[config.mk]
export PLATFORM = sky130hd
export DESIGN_NAME = rf_wb_scheduler
export DESIGN_NICKNAME = d
export VERILOG_FILES = /design/src/rtl/rf_wb_scheduler.sv
export SDC_FILE = /design/constraint.sdc
export NUM_CORES = 1
export LEC_CHECK = 0
export ABC_AREA = 1
export CORE_MARGIN = 1.5
export CORE_UTILIZATION = 44
export CTS_BUF_LIST = sky130_fd_sc_hd__clkbuf_4 sky130_fd_sc_hd__clkbuf_8
export DETAILED_ROUTE_END_ITERATION = 6
export PLACE_DENSITY_LB_ADDON = 0.08
export SYNTH_ARGS = -nofsm -noshare
export SYNTH_HDL_FRONTEND = slang
export SYNTH_SLANG_ARGS = --single-unit
[constraint.sdc]
create_clock -name rf_clk -period 2.3 [get_ports rf_clk]
set_input_delay 0.46 -clock rf_clk [delete_from_list [all_inputs] [get_ports rf_clk]]
set_output_delay 0.46 -clock rf_clk [all_outputs]
set_load 0.02 [all_outputs]
[src/rtl/rf_wb_scheduler.sv]
// rf_wb_scheduler: arbitrates ALU/LSU writebacks onto one register-file write port and keeps a busy scoreboard.
// Ports:
//   rf_clk, rf_ares                  clock, asynchronous active-high reset
//   alu_valid/alu_rd/alu_data, alu_ready   ALU writeback request and grant
//   lsu_valid/lsu_rd/lsu_data, lsu_ready   LSU writeback request and grant
//   iss_valid/iss_rd, iss_ready      issue-stage destination reservation
//   ra_chk/rb_chk, ra_busy/rb_busy   source busy lookups
//   wb_en/wb_addr/wb_data            registered register-file write port
// Macro RF_WB_RR_EN selects round-robin arbitration; default is fixed priority (LSU over ALU).
module rf_wb_scheduler #(
   parameter int REG_DATA_W = 32,
   parameter int ADDR_WIDTH = 5
) (
   input  logic                  rf_clk,
   input  logic                  rf_ares,
   input  logic                  alu_valid,
   input  logic [ADDR_WIDTH-1:0] alu_rd,
   input  logic [REG_DATA_W-1:0] alu_data,
   output logic                  alu_ready,
   input  logic                  lsu_valid,
   input  logic [ADDR_WIDTH-1:0] lsu_rd,
   input  logic [REG_DATA_W-1:0] lsu_data,
   output logic                  lsu_ready,
   input  logic                  iss_valid,
   input  logic [ADDR_WIDTH-1:0] iss_rd,
   output logic                  iss_ready,
   input  logic [ADDR_WIDTH-1:0] ra_chk,
   input  logic [ADDR_WIDTH-1:0] rb_chk,
   output logic                  ra_busy,
   output logic                  rb_busy,
   output logic                  wb_en,
   output logic [ADDR_WIDTH-1:0] wb_addr,
   output logic [REG_DATA_W-1:0] wb_data
);
   localparam int NREG = 1 << ADDR_WIDTH;
   logic [NREG-1:0]       busy, busy_nxt;
   logic                  acc, set_en;
   logic [ADDR_WIDTH-1:0] sel_rd;
   logic [REG_DATA_W-1:0] sel_data;
`ifdef RF_WB_RR_EN
   // last_lsu=0 means ALU was granted last, so LSU wins the first contention
   logic last_lsu;
   assign lsu_ready = !rf_ares && lsu_valid && (!alu_valid || !last_lsu);
   assign alu_ready = !rf_ares && alu_valid && !lsu_ready;
   always_ff @(posedge rf_clk or posedge rf_ares)
      if (rf_ares) last_lsu <= 1'b0;
      else if (acc) last_lsu <= lsu_ready;
`else
   assign lsu_ready = !rf_ares && lsu_valid;
   assign alu_ready = !rf_ares && alu_valid && !lsu_valid;
`endif
   assign acc      = alu_ready || lsu_ready;
   assign sel_rd   = lsu_ready ? lsu_rd : alu_rd;
   assign sel_data = lsu_ready ? lsu_data : alu_data;
   assign iss_ready = !rf_ares && (iss_rd == '0 || !busy[iss_rd]);
   assign set_en    = iss_valid && iss_ready && iss_rd != '0;
   assign ra_busy   = busy[ra_chk];
   assign rb_busy   = busy[rb_chk];
   // clear first so a same-index reservation overrides it
   always_comb begin
      busy_nxt = busy;
      if (wb_en) busy_nxt[wb_addr] = 1'b0;
      if (set_en) busy_nxt[iss_rd] = 1'b1;
      busy_nxt[0] = 1'b0;
   end
   always_ff @(posedge rf_clk or posedge rf_ares)
      if (rf_ares) begin
         busy    <= '0;
         wb_en   <= 1'b0;
         wb_addr <= '0;
         wb_data <= '0;
      end else begin
         busy    <= busy_nxt;
         wb_en   <= acc && sel_rd != '0;
         wb_addr <= acc ? sel_rd : wb_addr;
         wb_data <= acc ? sel_data : wb_data;
      end
endmodule
# Word level (Yosys, flattened, before mapping)
# Cells that the tools add are included.
# W data, S select, Z words.
dict set report word_totals {
  regBits 69
  in_bits 94
  output_inout_bits 43
  wordCells 44
}
dict set report classes {
  n_lt_le_gt_ge 6
  muxes 14
  bitwise 3
  reduce_logical 17
}
# operator count
set op_table {}
lappend op_table {{$mux W32} 3}
lappend op_table {{$and A32 B32 Y32} 1}
lappend op_table {{$not A32 Y32} 1}
lappend op_table {{$or A32 B32 Y32} 1}
lappend op_table {{$lt A5 B6 Y1 const B} 4}
lappend op_table {{$bmux W1 S5} 3}
lappend op_table {{$demux W1 S5} 2}
lappend op_table {{$ge A5 B1 Y1 const B} 2}
lappend op_table {{$reduce_bool A5 Y1} 2}
lappend op_table {{$logic_and A1 B1 Y1} 9}
lappend op_table {{$logic_not A5 Y1} 1}
lappend op_table {{$mux W1} 5}
lappend op_table {{$mux W5} 1}
lappend op_table {{$logic_not A1 Y1} 3}
lappend op_table {{$logic_or A1 B1 Y1} 2}

# Depth between registers and ports, before layout
dict set report logic_depth {
  depth_word 9
  ltp_mapped 15
  ltp_nobuf 12
}

# Worst setup path after synthesis
# No wires, ideal clock.
dict set report synth_timing {
  kind {in2out}
  startpoint {input port iss_rd[0]}
  endpoint {output port iss_ready}
  arrival_ns 1.519
  t_required_ns 1.840
  slack_ns 0.321
  stages 12
  n_path_buf 3
  cell_sequence {buf_6 inv_6 buf_6 nor2_1 nand2_1 nand3_1 nand2_1 nand2_1 nor2_2 nand2_2 nor2_8 buf_12}
}
dict set report synth_via {
  elab_chain_len 5
  word_cells_on_any_way 6
  cone_classes {mux (2); reduce/logical (4)}
}
# item line
set synth_rtl {}
lappend synth_rtl {{from (decl)} 25} ;# input logic [ADDR_WIDTH-1:0] iss_rd,
lappend synth_rtl {{$bmux W1 S5} 55} ;# assign iss_ready = !rf_ares && (iss_rd == '0 || !busy[iss_rd]);
lappend synth_rtl {{$mux W1 (implied by the code)} 55}
lappend synth_rtl {{$logic_not A1 Y1} 55}
lappend synth_rtl {{$logic_or A1 B1 Y1 (*)} 55}
lappend synth_rtl {{$logic_and A1 B1 Y1 (*)} 55}
lappend synth_rtl {{to (decl)} 26} ;# output logic iss_ready,
# Mark *: on every way between the ends. The rest lies on a longest branch, timed or not. The select of a mux whose other input is x is not followed.

# Worst setup path in the final report
dict set report layout_timing {
  startpoint {input port rf_ares}
  endpoint {output port alu_ready}
}
dict set report layout_via {
  elab_chain_len 3
}
# item line
set layout_rtl {}
lappend layout_rtl {{from (decl)} 15} ;# input logic rf_ares,
lappend layout_rtl {{$logic_not A1 Y1 (no line)} -}
lappend layout_rtl {{$logic_and A1 B1 Y1 (2 in series)} 50} ;# assign alu_ready = !rf_ares && alu_valid && !lsu_valid;
lappend layout_rtl {{to (decl)} 19} ;# output logic alu_ready,
# Every way passes these cells.

==> flow_summary.toml <==
[global_route]
first_global_vias = 4849
grt_first_pass_wirelength_mm = 23.2
grt.total_usage = 0.285
grt.overflow.total = 0
number_of_antenna_violations_at_the_first_check_in_global_routing = 0
largest_net_degree_at_the_start_of_global_routing = 51

[synth]
netlist_top_cells_area = "dfrtp_1 (39%), nand2_1 (14%), nor2_1 (11%)"
synth.yosys.seq_area_share = 0.389
synthesis.nets = 715
number_of_synthesized_flops_with_an_enable_pin = 0
synth_area_leader_cell = "dfrtp_1"
synthesis.instances = 621
flop_and_latch_count_out_of_synthesis = 69
asyncSetResetFlopFracSynth = 1.00
syn-cell-area_um2 = 4440
syn_avg_cell_area_um2 = 7.15
synthDistinctLibCells = 27
synth_warnings = 0
yosys.area.top_type_share = 0.389
ys.flop_type = "dfrtp_1"

[sta]
worst_slew_pin_slew_ns = 0.467
setup_repair_after_global_routing_missed_its_margin = "false"
clock_skew_ns = 0.00914
timing.final.hold_violations = 0
max_clock_freq_ghz = 0.448
slew_headroom = 0.689
final_max_slew_viol_count = 0
totalNegativeSetupSlack_ns = 0
final_min_period_over_clock_period = 0.971
clock_period_minus_worst_slack_ns = 2.23
setup_violations = 0

[pwr]
power.share.sequential = 0.415
power_leakage_uw = 0.00290
comb_power_share = 0.357
power.switching_fraction = 0.392
power.ir.vdd_worst_mv = 0.327
switchingPower_uw = 1940
power-per-cell-area_nw_per_um2 = 754
report.power.total_uw = 4950
power_frac_clock = 0.228
cellInternalPower_uw = 3010

[floorplanning]
die-area_um2 = 10700
initial_core_util = 0.454
die-height_um = 103
io_pins = 137
std_cell_rows = 36
fp.dieW_um = 103
fp.coreArea_um2 = 9770

[worst_setup_path]
kind_of_critical_path = "in -> out"
critPathMaxFanout = 3
worst-endpoint-arrival_ns = 1.77
cp-start-kind = "input pin"
timing.rr.end = "busy[10]"
worst_r2r_path_depth = 12
ff_to_ff_start = "busy[24]"
data_required_time_at_the_worst_endpoint_ns = 1.84
worstSetupStartpoint = "rf_ares"
timing.critical_path.to_type = "output pin"
worstSetupEndpoint = "alu_ready"
reg2reg_slack_ns = 0.37

[cts]
worst_setup_hold_path_clk_slew_ns = 0.07
numCtsBuffers = 9
clock_tree.root_cell = "clkbuf_8"
numClockSinks = 69
count_of_hold_fix_buffers_inserted_at_cts = 0
clock_path_buffers = 2
cts_tree = "yes"
h_tree_level_count = 3
clk_latency_ns = 0.34

[hold_path]
hold_wc_path_type = "reg -> reg"

[finish]
n_antenna_cell = 0
postLayoutCellArea_um2 = 6570
synthToLayoutAreaGrowth_pct = 47.9
fin_nets = 887
filler_cell_count = 879
post_route_cells_drive_above_1_share = 0.160

[place]
placed_wire_length_estimate_mm = 11.0
gp_congestion = 0.992
numPortBuffers = 136
dpl_cell_area_um2 = 6220

[routing]
routed_wire_length_per_instance_um = 16.0
via_per_inst = 5.35
dr_total_vias = 4981
route.antenna.remaining_nets = 0
initial_drt_pass_iterations = 5
drt_iter0_drc = 282
routed_wl_mm = 14.9
drt_drc_violations_left = 0

[status]
outcome = "complete, no violations"

[job]
max_cap_viol = 0
==> power by group through the flow <==
stage,Sequential [µW],Combinational (µW),Clock [µW]
3_3_place_gp,2050,1700,0
5_1_grt,2070,1950,1190
3_5_place_dp,2050,1730,0
6_report,2060,1770,1130
4_1_cts,2030,1740,1140
2_1_floorplan,1940,867,0
==> cell families (layout without fill, tap and decap cells) <==
| family | Yosys count | count (layout) | synth area share |
|---|---|---|---|
| compound gates | 123 | 123 | 0.169 |
| buf+inv | 66 | 243 | 0.0769 |
| flops | 69 | 69 | 0.389 |
| mux | 1 | 1 | 0.00225 |
| simple gates | 362 | 362 | 0.363 |
==> flip-flops by register name (all words and copies together), names as in the netlist <==
name and flops:
busy 31, wb_addr 5, wb_data 32, wb_en 1
==> layout make-up <==
cell class,instances,area [µm²],share of cell area
clock buffers,10,138,0.0210
clock inverters,6,93.8,0.0143
well taps,133,166,0.0253
repair buffers,189,1840,0.280
inverters,38,150,0.0229
flip-flops and latches,69,1730,0.263
multi-input cells,486,2450,0.374
==> critical path: stages <==
cell and delay [ns]:
clkdlybuf4s50_1 0.49, nor2_1 0.20, clkdlybuf4s50_1 0.63
==> how the worst min path moves through the flow <==
stage	startpoint	to	slack (ns)	cells after the start
finish	wb_data[27]	wb_data[27]	0.48	2
global route	wb_data[29]	wb_data[29]	0.51	2
CTS	wb_data[8]	wb_data[8]	0.49	2
detailed placement	wb_data[8]	wb_data[8]	0.47	2
global placement	wb_data[7]	wb_data[7]	0.46	2
floorplan	busy[24]	busy[24]	0.47	2
==> cells in the final DEF (no fill, tap or decap), drive strengths merged <==
| cell | count |
|---|---|
| o21a | 1 |
| clkdlybuf4s50 | 124 |
| nand3 | 54 |
| buf | 56 |
| clkinvlp | 1 |
| a21oi | 6 |
| clkbuf | 10 |
| nor3 | 8 |
| dfrtp | 69 |
| o211ai | 4 |
| a41oi | 1 |
| mux2i | 1 |
| bufinv | 2 |
| o31ai | 32 |
| dlygate4sd2 | 3 |
| nand2 | 169 |
| nor2 | 129 |
| o21ai | 69 |
| or2 | 2 |
| dlymetal6s2s | 6 |
| inv | 39 |
| clkinv | 2 |
| o221ai | 10 |
==> stage by stage <==
step	utilization	setup WS [ns]	hold slack [ns]	std cells
final	0.672	0.0668	0.481	931
after CTS	0.662	-0.0542	0.486	929
after global placement	0.636	-0.534	0.465	913
after floorplan	-	0.100	0.473	621
after detailed placement	0.636	-0.560	0.469	913
after global routing	0.672	0.0193	0.509	931
==> layer usage <==
metal  up-vias  GRT usage  routed length, µm
li1       2403          -                  -
met1      2286      0.370               6180
met2       250      0.444               6680
met3        42     0.0585               1300
met4         0      0.164                713
met5         -          0                  0
==> cells in the mapped netlist (4+ instances only) <==
master,n
inv_1,36
nand2_1,167
nand3_1,25
o211ai_1,4
clkbuf_1,11
nor2_1,126
dfrtp_1,69
o31ai_1,32
a21oi_1,6
nand3_2,29
nor3_1,8
o21ai_0,69
buf_2,5
o221ai_1,10
==> what timing repair did <==
action	in CTS	in global routing
setup buffers	0	2
gates resized for setup	31	24
setup endpoints to repair	3	3
pin swaps	5	7
Note: power is estimated with default switching activity, not from simulation.
